==> src/rtl/bram_rd_sched_pkg.sv <==
// Shared constants, index widths and the LVT entry type for the BRAM read scheduler.
package bram_rd_sched_pkg;

    localparam int unsigned DEF_NB_WRAGENT = 2;
    localparam int unsigned DEF_NB_RDAGENT = 2;
    localparam int unsigned DEF_ADDR_WIDTH = 3;
    localparam int unsigned DEF_DATA_WIDTH = 8;

    // $clog2 returns 0 for a single element; an index still needs one bit.
    function automatic int unsigned clog2_min1(input int unsigned n);
        return (n > 1) ? $clog2(n) : 1;
    endfunction

    localparam int unsigned BANK_W = clog2_min1(DEF_NB_WRAGENT);
    localparam int unsigned AGT_W  = clog2_min1(DEF_NB_RDAGENT);

    // One LVT entry: index of the bank holding the live copy of an address.
    typedef logic [BANK_W-1:0] lvt_entry_t;

endpackage

==> src/rtl/rr_arbiter.sv <==
// Combinational round-robin arbiter; the search starts at ptr and wraps once.
module rr_arbiter #(
    parameter int unsigned N = 2,
    parameter int unsigned W = 1
) (
    input  logic [N-1:0] req,
    input  logic [W-1:0] ptr,
    output logic [N-1:0] grant,
    output logic [W-1:0] grant_idx
);

    logic found;

    // Two passes: first requesters at or above ptr, then the wrapped ones below it.
    always_comb begin
        grant     = '0;
        grant_idx = '0;
        found     = 1'b0;
        for (int i = 0; i < int'(N); i++) begin
            if (!found && req[i] && (i >= int'(ptr))) begin
                found     = 1'b1;
                grant[i]  = 1'b1;
                grant_idx = W'(i);
            end
        end
        for (int i = 0; i < int'(N); i++) begin
            if (!found && req[i]) begin
                found     = 1'b1;
                grant[i]  = 1'b1;
                grant_idx = W'(i);
            end
        end
    end

endmodule

==> src/rtl/bram_rd_sched.sv <==
// Read-side scheduler for a per-write-agent BRAM bank array. A live value table
// tracks which bank last wrote each address; reads are routed to that bank and
// arbitrated round-robin per bank. Writes pass straight through to the banks.
module bram_rd_sched
    import bram_rd_sched_pkg::*;
#(
    parameter int unsigned NB_WRAGENT = DEF_NB_WRAGENT,
    parameter int unsigned NB_RDAGENT = DEF_NB_RDAGENT,
    parameter int unsigned ADDR_WIDTH = DEF_ADDR_WIDTH,
    parameter int unsigned RAM_DEPTH  = 2**ADDR_WIDTH,
    parameter int unsigned DATA_WIDTH = DEF_DATA_WIDTH
) (
    input  logic                             aclk,
    input  logic                             aresetn,
    input  logic [NB_WRAGENT-1:0]            wren,
    input  logic [ADDR_WIDTH*NB_WRAGENT-1:0] wraddr,
    input  logic [DATA_WIDTH*NB_WRAGENT-1:0] wrdata,
    output logic [NB_WRAGENT-1:0]            bank_wren,
    output logic [ADDR_WIDTH*NB_WRAGENT-1:0] bank_wraddr,
    output logic [DATA_WIDTH*NB_WRAGENT-1:0] bank_wrdata,
    input  logic [NB_RDAGENT-1:0]            rd_valid,
    output logic [NB_RDAGENT-1:0]            rd_ready,
    input  logic [ADDR_WIDTH*NB_RDAGENT-1:0] rd_addr,
    output logic [NB_RDAGENT-1:0]            rd_rvalid,
    output logic [DATA_WIDTH*NB_RDAGENT-1:0] rd_rdata,
    output logic [NB_WRAGENT-1:0]            bank_rden,
    output logic [ADDR_WIDTH*NB_WRAGENT-1:0] bank_rdaddr,
    input  logic [DATA_WIDTH*NB_WRAGENT-1:0] bank_rddata
);

    localparam int unsigned BANK_IW = clog2_min1(NB_WRAGENT);
    localparam int unsigned AGT_IW  = clog2_min1(NB_RDAGENT);

    logic [BANK_IW-1:0]    lvt_q    [RAM_DEPTH];
    logic [BANK_IW-1:0]    owner    [NB_RDAGENT];
    logic [NB_RDAGENT-1:0] hazard;
    logic [NB_RDAGENT-1:0] bank_req [NB_WRAGENT];
    logic [NB_RDAGENT-1:0] bank_gnt [NB_WRAGENT];
    logic [AGT_IW-1:0]     gnt_idx  [NB_WRAGENT];
    logic [AGT_IW-1:0]     ptr_q    [NB_WRAGENT];
    logic [AGT_IW-1:0]     ptr_d    [NB_WRAGENT];
    logic [NB_RDAGENT-1:0] pend_q;
    logic [BANK_IW-1:0]    sel_q    [NB_RDAGENT];
    logic [NB_RDAGENT-1:0] rvalid_q;
    logic [DATA_WIDTH*NB_RDAGENT-1:0] rdata_q;
    logic [DATA_WIDTH*NB_RDAGENT-1:0] rdata_d;

    assign bank_wren   = wren;
    assign bank_wraddr = wraddr;
    assign bank_wrdata = wrdata;

    // LVT update; later loop iterations override, so the highest writing agent wins.
    always_ff @(posedge aclk or negedge aresetn) begin
        if (!aresetn) begin
            for (int a = 0; a < int'(RAM_DEPTH); a++) begin
                lvt_q[a] <= '0;
            end
        end else begin
            for (int i = 0; i < int'(NB_WRAGENT); i++) begin
                if (wren[i]) begin
                    lvt_q[wraddr[i*ADDR_WIDTH +: ADDR_WIDTH]] <= BANK_IW'(i);
                end
            end
        end
    end

    // Owner lookup and same-cycle write hazard per read agent.
    always_comb begin
        for (int j = 0; j < int'(NB_RDAGENT); j++) begin
            owner[j]  = lvt_q[rd_addr[j*ADDR_WIDTH +: ADDR_WIDTH]];
            hazard[j] = 1'b0;
            for (int i = 0; i < int'(NB_WRAGENT); i++) begin
                if (wren[i] &&
                    (wraddr[i*ADDR_WIDTH +: ADDR_WIDTH] == rd_addr[j*ADDR_WIDTH +: ADDR_WIDTH])) begin
                    hazard[j] = 1'b1;
                end
            end
        end
    end

    // Candidate set per bank: valid, owned by this bank, not stalled by a hazard.
    always_comb begin
        for (int b = 0; b < int'(NB_WRAGENT); b++) begin
            for (int j = 0; j < int'(NB_RDAGENT); j++) begin
                bank_req[b][j] = rd_valid[j] & ~hazard[j] & (owner[j] == BANK_IW'(b));
            end
        end
    end

    for (genvar b = 0; b < int'(NB_WRAGENT); b++) begin : g_arb
        rr_arbiter #(
            .N(NB_RDAGENT),
            .W(AGT_IW)
        ) u_arb (
            .req      (bank_req[b]),
            .ptr      (ptr_q[b]),
            .grant    (bank_gnt[b]),
            .grant_idx(gnt_idx[b])
        );
    end

    // Ready, bank read enables and addresses from the per-bank grants.
    always_comb begin
        rd_ready    = '0;
        bank_rden   = '0;
        bank_rdaddr = '0;
        for (int b = 0; b < int'(NB_WRAGENT); b++) begin
            bank_rden[b] = |bank_gnt[b];
            rd_ready     = rd_ready | bank_gnt[b];
            for (int j = 0; j < int'(NB_RDAGENT); j++) begin
                if (bank_gnt[b][j]) begin
                    bank_rdaddr[b*ADDR_WIDTH +: ADDR_WIDTH] = rd_addr[j*ADDR_WIDTH +: ADDR_WIDTH];
                end
            end
        end
    end

    // Next RR pointer: one past the grantee, wrapping at NB_RDAGENT.
    always_comb begin
        for (int b = 0; b < int'(NB_WRAGENT); b++) begin
            ptr_d[b] = ptr_q[b];
            if (|bank_gnt[b]) begin
                ptr_d[b] = (gnt_idx[b] == AGT_IW'(NB_RDAGENT - 1)) ? '0 : gnt_idx[b] + 1'b1;
            end
        end
    end

    // RR pointer registers.
    always_ff @(posedge aclk or negedge aresetn) begin
        if (!aresetn) begin
            for (int b = 0; b < int'(NB_WRAGENT); b++) begin
                ptr_q[b] <= '0;
            end
        end else begin
            for (int b = 0; b < int'(NB_WRAGENT); b++) begin
                ptr_q[b] <= ptr_d[b];
            end
        end
    end

    // Remember which bank each accepted read went to; its data returns next cycle.
    always_ff @(posedge aclk or negedge aresetn) begin
        if (!aresetn) begin
            pend_q <= '0;
            for (int j = 0; j < int'(NB_RDAGENT); j++) begin
                sel_q[j] <= '0;
            end
        end else begin
            pend_q <= rd_ready;
            for (int j = 0; j < int'(NB_RDAGENT); j++) begin
                if (rd_ready[j]) begin
                    sel_q[j] <= owner[j];
                end
            end
        end
    end

    // Steer each pending agent's bank data; hold the last value otherwise.
    always_comb begin
        rdata_d = rdata_q;
        for (int j = 0; j < int'(NB_RDAGENT); j++) begin
            if (pend_q[j]) begin
                for (int b = 0; b < int'(NB_WRAGENT); b++) begin
                    if (sel_q[j] == BANK_IW'(b)) begin
                        rdata_d[j*DATA_WIDTH +: DATA_WIDTH] = bank_rddata[b*DATA_WIDTH +: DATA_WIDTH];
                    end
                end
            end
        end
    end

    // Registered response stage.
    always_ff @(posedge aclk or negedge aresetn) begin
        if (!aresetn) begin
            rvalid_q <= '0;
            rdata_q  <= '0;
        end else begin
            rvalid_q <= pend_q;
            rdata_q  <= rdata_d;
        end
    end

    assign rd_rvalid = rvalid_q;
    assign rd_rdata  = rdata_q;

endmodule

==> config.mk <==
export PLATFORM = sky130hd
export DESIGN_NAME = bram_rd_sched
export DESIGN_NICKNAME = d
export VERILOG_FILES = /design/src/rtl/bram_rd_sched_pkg.sv /design/src/rtl/rr_arbiter.sv /design/src/rtl/bram_rd_sched.sv
export SDC_FILE = /design/constraint.sdc
export NUM_CORES = 1
export LEC_CHECK = 0
export ABC_CLOCK_PERIOD_IN_PS = 4100
export BUFFER_PORTS_ARGS = -buffer_cell sky130_fd_sc_hd__buf_2
export CORE_MARGIN = 2
export CORE_UTILIZATION = 43
export CTS_BUF_LIST = sky130_fd_sc_hd__clkbuf_8
export CTS_CLUSTER_DIAMETER = 40
export DETAILED_ROUTE_END_ITERATION = 8
export GPL_TIMING_DRIVEN = 0
export PLACE_DENSITY_LB_ADDON = 0.3
export SLEW_MARGIN = 0
export SYNTH_ARGS = -nofsm -noshare
export SYNTH_HDL_FRONTEND = slang
export SYNTH_HIERARCHICAL = 1
export SYNTH_SLANG_ARGS = --single-unit
==> constraint.sdc <==
create_clock -name aclk -period 4.1 [get_ports aclk]
set_clock_uncertainty 0.05 [all_clocks]
set_input_delay 1.23 -clock aclk [delete_from_list [all_inputs] [get_ports aclk]]
set_output_delay 1.23 -clock aclk [all_outputs]
set_load 0.02 [all_outputs]
Yosys cells after proc, flatten, opt, wreduce, memory -nomap -nowiden
Index checks and enable logic that the tools add are counted.
{"block": "classes", "magnitude_cmp": 8, "n_addsub": 2, "n_eq_ne": 4, "n_reduce_logical": 22, "n_bitwise": 18, "n_mux": 40}
{"operator": "8-bit 2-to-1 mux", "n": 4}
{"operator": "1-bit 2-to-1 mux", "n": 28}
{"operator": "4-bit greater-or-equal comparator, second input constant", "n": 4}
{"operator": "3-bit inverter with 4-bit output", "n": 4}
{"operator": "1-bit logical AND", "n": 14}
{"operator": "3-bit == test", "n": 4}
{"operator": "3-bit 2-to-1 mux", "n": 4}
{"operator": "8-bit AND", "n": 1}
{"operator": "4-bit by 1-bit < comparator with 1-bit output, second input constant", "n": 2}
{"operator": "8-bit inverter", "n": 1}
{"operator": "8-bit OR", "n": 1}
{"operator": "1-bit AND", "n": 6}
{"operator": "1-bit binary-select mux with 3-bit select", "n": 2}
{"operator": "1-bit demux with 3-bit select", "n": 2}
{"operator": "1-bit zero test", "n": 6}
{"operator": "1-bit inverter", "n": 4}
{"operator": "2-bit OR reduction", "n": 2}
{"operator": "1-bit adder, second input constant", "n": 2}
{"operator": "1-bit greater-or-equal comparator, first input constant", "n": 2}
{"operator": "2-bit OR", "n": 1}
{"block": "word_totals", "reg_bits": 32}

Logic depth before layout (Yosys ltp)
Gate-level depths: netlist (run 1).
{"block": "logic_depth", "ltp_word": 20, "depth_mapped": 8, "depth_no_buf": 7}

Modules after synthesis
Netlist (run 1), hierarchy kept.
{"module": "bram_rd_sched", "instances": 1, "seq_area_each_um2": 800.8, "area_per_inst_um2": 1953.1, "cells_per_inst": 199}
{"module": "rr_arbiter", "instances": 2, "seq_area_each_um2": 0.0, "area_per_inst_um2": 26.3, "cells_per_inst": 4}

Worst setup path before layout (run 1)
Ideal clock, no wire load.
{"block": "synth_path", "path_type": "input port to output port", "from": "in rd_addr[2]", "to": "out bank_rdaddr[0]", "cell_stages": 7, "arrival_time_ps": 3101, "n_path_buf": 1, "setup_slack_ps": -281, "t_required_ps": 2820, "cell_sequence": "buf_6 mux4_2 mux2i_4 nor3b_2 a21boi_0 nand2_1 o21ai_0"}
{"element": "start, declared", "line": "bram_rd_sched.sv:23", "text": "input logic [ADDR_WIDTH*NB_RDAGENT-1:0] rd_addr,"}
{"element": "end, declared", "line": "bram_rd_sched.sv:27", "text": "output logic [ADDR_WIDTH*NB_WRAGENT-1:0] bank_rdaddr,"}

==> impl_metrics.env, run 1 <==
export IMPL_swShare=0.415
export IMPL_hold_class="flip-flop to flip-flop"
export IMPL_drtAntennaViolNets=0
export IMPL_synth_area_leader_cell="dfrtp_1"
export IMPL_violations="setup timing"
export IMPL_seqPwrFrac=0.326
export IMPL_root_buffer="clkbuf_8"
export IMPL_slowest_delay_ns=0.52
export IMPL_p_clk_frac=0.154
export IMPL_reg2reg_depth=9
export IMPL_p_per_area_nw_per_um2=531
export IMPL_vdd_ir_drop_max_uv=180
export IMPL_crit_arrival_ns=3.04
export IMPL_drtIter0Drc=63
export IMPL_synth_area_leaders="dfrtp_1 40%, buf_4 9.0%, mux2i_1 8.0%"
export IMPL_ys_seq_elements=32
export IMPL_drive_above_1_share=0.544
export IMPL_finalCritPeriodShare=1.05
export IMPL_grt_pass1_vias=1674
export IMPL_cp_cell_sequence="buf_12 -> mux4_2 -> mux2i_4 -> nor3b_4 -> a21boi_4 -> nor2b_4 -> a22o_2 -> buf_6"
export IMPL_worst_pin_slew_ns=0.722
export IMPL_path_buf_inv=2
export IMPL_worst_endpoint_required_ns=2.82
export IMPL_cp_max_fo=5
export IMPL_place_gp_congestion=0.855
export IMPL_die_h_um=72.3
export IMPL_grt_pass1_wl_um=7700
export IMPL_internal_power_uw=907
export IMPL_dp_slack_ns=-0.351
export IMPL_synth_common_cells="32 x dfrtp_1, 24 x buf_4, 20 x nor2_1"
export IMPL_crit_type="input pin to primary output"
export IMPL_grt_max_degree=33
export IMPL_synth_area_um2=2010
export IMPL_synth_async_sr_flop_share=1.00
export IMPL_cp_depth=8
export IMPL_hold_ws_ns=0.322
export IMPL_yosysWarnings=6
export IMPL_cts_buffers=5
export IMPL_coreArea_um2=4410
export IMPL_combPwrFrac=0.520
export IMPL_post_route_util=0.662
export IMPL_num_vias=1849
export IMPL_max_freq_mhz=232
export IMPL_period_needed_ns=4.32
export IMPL_p_leak_nw=1.42
export IMPL_track_usage=0.188
export IMPL_tritoncts="done"
export IMPL_maxCapViolCount=0
export IMPL_rsz0062_at_grt="yes"
export IMPL_start_util=0.454
export IMPL_wl_per_cell_um=13.8
export IMPL_clockBufferDepth=2
export IMPL_avgSynthCellArea_um2=9.69
export IMPL_worst_slack_ns=-0.216
export IMPL_syn_num_nets=257
export IMPL_slew_viol_final=0
export IMPL_syn_to_final_growth_pct=45.6
export IMPL_max_slew_margin_rel=0.519
export IMPL_min_from="pend_q[1]"
export IMPL_rows=24
export IMPL_synth_most_common_cell="dfrtp_1"
export IMPL_htreeDepth=2
export IMPL_synth_edff_count=0
export IMPL_synth_cells=207
export IMPL_r2r_start="lvt_q[0]"
export IMPL_cp_top_family="multiplexers"
export IMPL_clk_pin_slew_ns=0.07
export IMPL_status="complete, but fails checks"
export IMPL_crit_slowest_cell="mux4_2"
export IMPL_vias_per_cell=5.12
export IMPL_portBuffers=75
export IMPL_antenna_found_initial=0
export IMPL_wirelength_um=4990
export IMPL_fin_area_um2=2920
export IMPL_synth_flop_cell="dfrtp_1"
export IMPL_worstSkewPairLatency_ns=0.28
export IMPL_place_area_um2=2500
export IMPL_hpwl_um=3520
export IMPL_io_pins=102
export IMPL_die_area_um2=5230
export IMPL_cts_num_sinks=32
export IMPL_first_pass_iters=4
export IMPL_final_nets=358
export IMPL_holdPathStages=0
export IMPL_p_switching_uw=643
export IMPL_synth_top_area_share=0.399
export IMPL_cts_hold_buf=0
export IMPL_end_kind="primary output"
export IMPL_start_kind="input pin"
export IMPL_crit_start="rd_addr[5]"
export IMPL_ys_seq_area_frac=0.399
export IMPL_hold_violations=0
export IMPL_fin_setup_tns_ns=-1.36
export IMPL_setup_viol=10
export IMPL_overflow=0
export IMPL_diodes=0
export IMPL_ys_types=28
export IMPL_die_w_um=72.3
export IMPL_route_detailed_drc=0
## layout make-up
class / count / area [µm²]
Inverter: 7 / 26.3
Tap cell: 52 / 65.1
Sequential cell: 32 / 801
Clock inverter: 3 / 18.8
Buffer: 40 / 285
Multi-Input combinational cell: 128 / 1090
Clock buffer: 5 / 68.8
Timing Repair Buffer: 94 / 563
Fill cell: 347 / 1490
## state kept, by name (all words and copies together) (netlist names)
register,count
rd_rdata,16
lvt_q,8
pend_q,2
ptr_q,2
rd_rvalid,2
sel_q,2
## cell families (layout without fill, tap and decap cells)
group	after synthesis	in the layout	share of synthesized area
buffers and inverters	47	149	0.142
multiplexers	22	22	0.147
XOR/XNOR	12	12	0.0524
AO/OA/AOI/OAI	50	50	0.152
AND/OR/NAND/NOR	44	44	0.107
flip-flops	32	32	0.399
## power groups by stage
| stage | logic (mW) | registers, mW | clock network [mW] |
|---|---|---|---|
| after global placement | 0.683 | 0.505 | 0 |
| after global routing | 0.877 | 0.520 | 0.260 |
| final | 0.805 | 0.506 | 0.239 |
| after detailed placement | 0.692 | 0.506 | 0 |
| after floorplan | 0.392 | 0.604 | 0 |
| after CTS | 0.750 | 0.504 | 0.247 |
## placed cells by master, fill, tap and decap left out, drive strengths merged
master and count:
clkbuf 17, nor3b 2, nand2b 6, nor2 20, dfrtp 32, nand2 10
clkinv 3, nor2b 2, a21boi 6, o21ai 17, inv 7, and4 2
nor3 2, a22o 5, buf 122, a21oi 16, xnor2 6, o31ai 4
o41ai 2, mux2i 18, mux4 4, xor2 6
## repair_timing
item	CTS	global route
gates resized for setup	29	19
buffers inserted	8	11
endpoints found under the setup margin	10	10
pin swaps	1	3
## worst reg2reg max path, cell delays in order (launching register included)
cell and delay, ns:
dfrtp_1 0.40, mux4_2 0.51, mux2i_4 0.19, nor3b_4 0.25, a21boi_4 0.33, buf_6 0.16
nor2_4 0.04, buf_4 0.12, nand2_1 0.05, o21ai_0 0.07
## per-stage QoR
| step | total power, mW | instances |
|---|---|---|
| 2_1_floorplan | 0.995 | 207 |
| 3_3_place_gp | 1.19 | 334 |
| 3_5_place_dp | 1.20 | 334 |
| 4_1_cts | 1.50 | 350 |
| 5_1_grt | 1.66 | 361 |
| 6_report | 1.55 | 361 |
## layer usage
layer / vias to the layer above / routed length (µm) / track usage
li1: 886 / - / -
met3: 8 / 449 / 0.0333
met4: 0 / 51 / 0.0566
met1: 858 / 2130 / 0.260
met2: 97 / 2370 / 0.302
met5: - / 0 / 0
## path summary, 6_finish.rpt
kind / endpoint / slack, ns
max in group asynchronous: ptr_q[1] / 2.59
min in group asynchronous: rd_rdata[8] / 0.95
setup / recovery: bank_rdaddr[2] / -0.22
setup reg to reg: ptr_q[1] / 1.80
hold reg to reg: rd_rvalid[1] / 0.32
hold / removal: rd_rvalid[1] / 0.32
Note: power is estimated with default switching activity, not from simulation.
==> run 2: changes to the inputs <==
--- a/config.mk
+++ b/config.mk
@@ -5,10 +5,11 @@
 export SDC_FILE = /design/constraint.sdc
 export NUM_CORES = 1
 export LEC_CHECK = 0
+export ABC_AREA = 1
 export ABC_CLOCK_PERIOD_IN_PS = 4100
 export BUFFER_PORTS_ARGS = -buffer_cell sky130_fd_sc_hd__buf_2
 export CORE_MARGIN = 2
-export CORE_UTILIZATION = 43
+export CORE_UTILIZATION = 44
 export CTS_BUF_LIST = sky130_fd_sc_hd__clkbuf_8
 export CTS_CLUSTER_DIAMETER = 40
 export DETAILED_ROUTE_END_ITERATION = 8
==> impl_metrics.env, run 2 <==
export IMPL_status="finished clean"
export IMPL_cp_max_fo=8
export IMPL_finalCritPeriodShare=0.973
export IMPL_p_total_mw=1.44
export IMPL_rsz0062_at_grt="yes"
export IMPL_grt_max_degree=33
export IMPL_final_common_cell="nand2_1"
export IMPL_synth_area_leaders="dfrtp_1 37%, nand2_1 16%, buf_4 8.3%"
export IMPL_synth_area_leader_cell="dfrtp_1"
export IMPL_hold_class="flip-flop to flip-flop"
export IMPL_rows=25
export IMPL_vias_per_cell=4.94
export IMPL_fin_area_um2=2870
export IMPL_grt_pass1_vias=2123
export IMPL_synth_edff_count=0
export IMPL_antenna_found_initial=0
export IMPL_first_pass_iters=4
export IMPL_hpwl_um=4330
export IMPL_synth_area_um2=2170
export IMPL_ys_types=17
export IMPL_crit_arrival_ns=2.71
export IMPL_cp_cell_sequence="buf_2 -> inv_4 -> nand2_1 -> nand3_1 -> nand2_1 -> nand2_1 -> nand2_1 -> nor2_2 -> a21boi_4 -> nand2_2 -> o22ai_1 -> buf_2"
export IMPL_place_area_um2=2680
export IMPL_synth_most_common_cell="nand2_1"
export IMPL_final_nets=458
export IMPL_die_w_um=74.3
export IMPL_post_route_util=0.603
export IMPL_grt_pass1_wl_um=9270
export IMPL_hold_ws_ns=0.333
export IMPL_root_buffer="clkbuf_8"
export IMPL_wirelength_um=5840
export IMPL_vdd_ir_drop_max_uv=187
export IMPL_worst_slack_ns=0.110
export IMPL_fillCellCount=475
export IMPL_syn_num_nets=364
export IMPL_portBuffers=85
export IMPL_ys_seq_elements=32
export IMPL_die_h_um=74.3
export IMPL_route_detailed_drc=0
export IMPL_start_util=0.457
export IMPL_p_per_area_nw_per_um2=501
export IMPL_period_needed_ns=3.99
export IMPL_synth_common_cells="94 x nand2_1, 33 x inv_1, 33 x nor2_1"
export IMPL_fin_setup_tns_ns=0
export IMPL_clk_pin_slew_ns=0.07
export IMPL_slowest_delay_ns=0.24
export IMPL_place_gp_congestion=0.929
export IMPL_drtAntennaViolNets=0
export IMPL_crit_top_cell="nand2_1"
export IMPL_coreArea_um2=4750
export IMPL_htreeDepth=2
export IMPL_hold_violations=0
export IMPL_diodes=0
export IMPL_track_usage=0.219
export IMPL_cts_num_sinks=32
export IMPL_p_leak_nw=1.60
export IMPL_crit_slowest_cell="a21boi_4"
export IMPL_wl_per_cell_um=12.3
export IMPL_setup_viol=0
export IMPL_synth_async_sr_flop_share=1.00
export IMPL_seqCellArea_um2=801
export IMPL_max_freq_mhz=251
export IMPL_overflow=0
export IMPL_avgSynthCellArea_um2=6.92
export IMPL_place_inst=466
export IMPL_dp_slack_ns=-0.0626
export IMPL_drive_above_1_share=0.389
export IMPL_final_cell_mix="91 x nand2_1, 87 x buf_2, 32 x dfrtp_1"
export IMPL_finalNonFillerCells=476
export IMPL_synth_cells=314
export IMPL_io_pins=102
export IMPL_yosysWarnings=6
export IMPL_start_kind="input pin"
export IMPL_cts_buffers=5
export IMPL_slew_viol_final=0
export IMPL_syn_to_final_growth_pct=32.0
export IMPL_worst_pin_slew_ns=0.719
export IMPL_die_area_um2=5510
export IMPL_end_kind="primary output"
export IMPL_worstSkewPairLatency_ns=0.29
export IMPL_maxCapViolCount=0
export IMPL_ys_seq_area_frac=0.369
export IMPL_synth_flop_cell="dfrtp_1"
export IMPL_tritoncts="done"
export IMPL_crit_type="input pin to primary output"
export IMPL_multi_input_area_um2=1050
export IMPL_num_vias=2353
export IMPL_worst_endpoint_required_ns=2.82
export IMPL_synth_top_area_share=0.369
export IMPL_max_slew_margin_rel=0.521
export IMPL_clockBufferDepth=2
export IMPL_largest_reg_flops=16
export IMPL_drtIter0Drc=132
[run 2: final cells by class]
cell class,instances,share of cell area
buffer,32,0.0768
clock buffer,5,0.0240
timing repair buffer,87,0.157
sequential,32,0.279
multi-input combinational,211,0.365
tap,67,0.0292
clock inverter,3,0.0135
inverter,39,0.0554
[run 2: what timing repair did]
item | in CTS | in global routing
gates resized for setup | 2 | 22
setup buffers | 0 | 2
hold buffers | 0 | 0
setup endpoints to repair | 4 | 9
pin swaps | 0 | 1
[run 2: cells by family (layout without fill, tap and decap cells)]
kind of cell | count (synthesis) | after routing | share of synthesized area
simple gates | 149 | 149 | 0.292
buf+inv | 71 | 166 | 0.169
compound gates | 62 | 62 | 0.171
flops | 32 | 32 | 0.369
[run 2: routing by layer]
layer  track usage  part of all wire  up-vias
li1              -                 -     1157
met1         0.274              0.42     1075
met2         0.376              0.47      107
met3        0.0407             0.078       14
met4        0.0853             0.023        0
met5             0                 0        -
[run 2: final timing paths]
kind                                   to  slack [ns]       start  depth (start not counted)
hold / removal               rd_rvalid[1]        0.33   pend_q[1]                          0
setup / recovery           bank_rdaddr[0]        0.11  rd_addr[0]                         12
max in group asynchronous    rd_rvalid[0]        2.59     aresetn                          1
hold reg to reg              rd_rvalid[1]        0.33   pend_q[1]                          0
setup reg to reg                 sel_q[0]        2.30    lvt_q[2]                         13
min in group asynchronous    rd_rdata[12]        0.94     aresetn                          1
[run 2: power breakdown]
part / internal (mW) / total (mW) / switching (mW)
logic: 0.234 / 0.653 / 0.419
registers: 0.428 / 0.486 / 0.0585
clock network: 0.178 / 0.296 / 0.118
[run 2: critical path, delay by kind of cell]
kind / cells / cell delay, ns
buf+inv: 3 / 0.47
simple gates: 7 / 0.63
compound gates: 2 / 0.38
==> run 3: changes to the inputs <==
--- a/config.mk
+++ b/config.mk
@@ -7,16 +7,17 @@
 export LEC_CHECK = 0
 export ABC_AREA = 1
 export ABC_CLOCK_PERIOD_IN_PS = 4100
-export BUFFER_PORTS_ARGS = -buffer_cell sky130_fd_sc_hd__buf_2
+export CELL_PAD_IN_SITES_DETAIL_PLACEMENT = 0
+export CELL_PAD_IN_SITES_GLOBAL_PLACEMENT = 2
 export CORE_MARGIN = 2
-export CORE_UTILIZATION = 44
+export CORE_UTILIZATION = 31
 export CTS_BUF_LIST = sky130_fd_sc_hd__clkbuf_8
 export CTS_CLUSTER_DIAMETER = 40
 export DETAILED_ROUTE_END_ITERATION = 8
+export DONT_BUFFER_PORTS = 1
 export GPL_TIMING_DRIVEN = 0
 export PLACE_DENSITY_LB_ADDON = 0.3
 export SLEW_MARGIN = 0
 export SYNTH_ARGS = -nofsm -noshare
 export SYNTH_HDL_FRONTEND = slang
-export SYNTH_HIERARCHICAL = 1
 export SYNTH_SLANG_ARGS = --single-unit
==> impl_metrics.env, run 3 <==
export IMPL_worstSkewPairLatency_ns=0.28
export IMPL_drtAntennaViolNets=0
export IMPL_vias_per_cell=4.59
export IMPL_grt_pass1_wl_um=10600
export IMPL_clk_pin_slew_ns=0.07
export IMPL_ys_types=25
export IMPL_cp_max_fo=9
export IMPL_synth_flop_cell="dfrtp_1"
export IMPL_htreeDepth=2
export IMPL_start_kind="input pin"
export IMPL_synth_async_sr_flop_share=1.00
export IMPL_synth_edff_count=0
export IMPL_worst_pin_slew_ns=0.540
export IMPL_fin_area_um2=2520
export IMPL_syn_to_final_growth_pct=9.27
export IMPL_p_leak_nw=1.27
export IMPL_rows=31
export IMPL_hold_class="flip-flop to flip-flop"
export IMPL_end_kind="primary output"
export IMPL_yosysWarnings=0
export IMPL_p_per_area_nw_per_um2=493
export IMPL_setup_viol=0
export IMPL_fillCellCount=818
export IMPL_first_pass_iters=4
export IMPL_ys_seq_elements=32
export IMPL_place_area_um2=2430
export IMPL_cts_num_sinks=32
export IMPL_antenna_found_initial=0
export IMPL_tritoncts="done"
export IMPL_crit_type="input pin to primary output"
export IMPL_die_h_um=90.3
export IMPL_final_common_cell="nand2_1"
export IMPL_synth_area_um2=2310
export IMPL_synth_area_leaders="dfrtp_1 35%, nand2_1 15%, buf_4 8.1%"
export IMPL_portBuffers=0
export IMPL_drtIter0Drc=98
export IMPL_crit_arrival_ns=2.36
export IMPL_final_nets=382
export IMPL_diodes=0
export IMPL_worst_endpoint_required_ns=2.82
export IMPL_die_w_um=90.3
export IMPL_place_gp_congestion=0.812
export IMPL_clockBufferDepth=2
export IMPL_root_buffer="clkbuf_8"
export IMPL_cts_resized=0
export IMPL_grt_pass1_vias=2011
export IMPL_num_vias=1985
export IMPL_period_needed_ns=3.64
export IMPL_status="finished clean"
export IMPL_hpwl_um=4940
export IMPL_synth_common_cells="91 x nand2_1, 32 x dfrtp_1, 28 x inv_1"
export IMPL_die_area_um2=8150
export IMPL_synth_cells=325
export IMPL_avgSynthCellArea_um2=7.10
export IMPL_grt_max_degree=33
export IMPL_finalCritPeriodShare=0.887
export IMPL_wirelength_um=6440
export IMPL_start_util=0.320
export IMPL_synth_area_leader_cell="dfrtp_1"
export IMPL_syn_num_nets=375
export IMPL_hold_violations=0
export IMPL_slew_viol_final=0
export IMPL_vdd_ir_drop_max_uv=173
export IMPL_wl_per_cell_um=14.9
export IMPL_synth_most_common_cell="nand2_1"
export IMPL_largest_reg_flops=16
export IMPL_final_cell_mix="91 x nand2_1, 32 x dfrtp_1, 30 x inv_1"
export IMPL_io_pins=102
export IMPL_cts_buffers=5
export IMPL_route_detailed_drc=0
export IMPL_coreArea_um2=7210
export IMPL_max_slew_margin_rel=0.640
export IMPL_track_usage=0.162
export IMPL_ys_seq_area_frac=0.347
export IMPL_fin_setup_tns_ns=0
export IMPL_maxCapViolCount=0
export IMPL_rsz0062_at_grt="no"
export IMPL_overflow=0
export IMPL_max_freq_mhz=275
export IMPL_postCtsSetupBuffers=0
export IMPL_synth_top_area_share=0.347
export IMPL_cts_hold_buf=0
export IMPL_drive_above_1_share=0.228
[run 3: changes by cell type after synthesis, moves of 4 or more]
cell	delta
nand3_1	+15
nand2_2	+7
nor2_4	+4
inv_1	-5
a21oi_1	-4
nor2_2	+6
nor2_1	-13
clkbuf_1	+7
o22ai_1	-6
buf_2	-5
[run 3: routing by layer]
| layer | vias up | wire, µm | GRT usage |
|---|---|---|---|
| li1 | 1011 | - | - |
| met1 | 893 | 2990 | 0.207 |
| met2 | 72 | 3000 | 0.273 |
| met3 | 9 | 381 | 0.0384 |
| met4 | 0 | 63 | 0.0462 |
| met5 | - | 0 | 0 |
[run 3: report_power, final]
| part | internal [mW] | switching (mW) | total (mW) |
|---|---|---|---|
| Clock | 0.132 | 0.114 | 0.246 |
| Combinational | 0.140 | 0.264 | 0.404 |
| Sequential | 0.424 | 0.170 | 0.594 |
[run 3: worst paths after layout]
path	start	slack, ns	endpoint	depth (start not counted)
worst max-delay path	rd_addr[0]	0.46	rd_ready[0]	10
worst min-delay path	pend_q[0]	0.33	rd_rvalid[0]	0
worst max register to register	pend_q[1]	2.53	rd_rdata[15]	4
worst min register to register	pend_q[0]	0.33	rd_rvalid[0]	0
max in group asynchronous	aresetn	3.33	lvt_q[6]	0
min in group asynchronous	aresetn	0.59	rd_rdata[12]	0
[run 3: cell families after synthesis]
kind of cell    Yosys count  synth area share
flops                    32             0.347
compound gates           52             0.133
simple gates            167             0.349
buf+inv                  74             0.171
[run 3: cell type report]
class	count	area, µm²	area share
multi-input combinational	219	1110	0.441
sequential	32	801	0.317
inverter	39	154	0.0610
tap	99	124	0.0491
buffer	35	241	0.0957
clock buffer	6	82.6	0.0327
clock inverter	2	7.51	0.00298
[run 3: metrics by stage]
stage	hold slack [ns]	util	cells	power [mW]	setup WS (ns)
2_1_floorplan	0.302	-	325	0.907	0.672
3_3_place_gp	0.309	0.337	424	0.998	0.467
3_5_place_dp	0.318	0.337	424	1.01	0.463
4_1_cts	0.332	0.350	432	1.26	0.459
5_1_grt	0.343	0.350	432	1.33	0.294
6_report	0.327	0.350	432	1.24	0.462
[run 3: worst max-delay path, cell delays in order]
cell     delay, ns
buf_6         0.13
inv_6         0.08
nand2_1       0.05
nand2_1       0.06
nor2_1        0.05
nand2_2       0.10
nand3_2       0.13
nor2_2        0.20
nand2_1       0.12
nand2_1       0.21
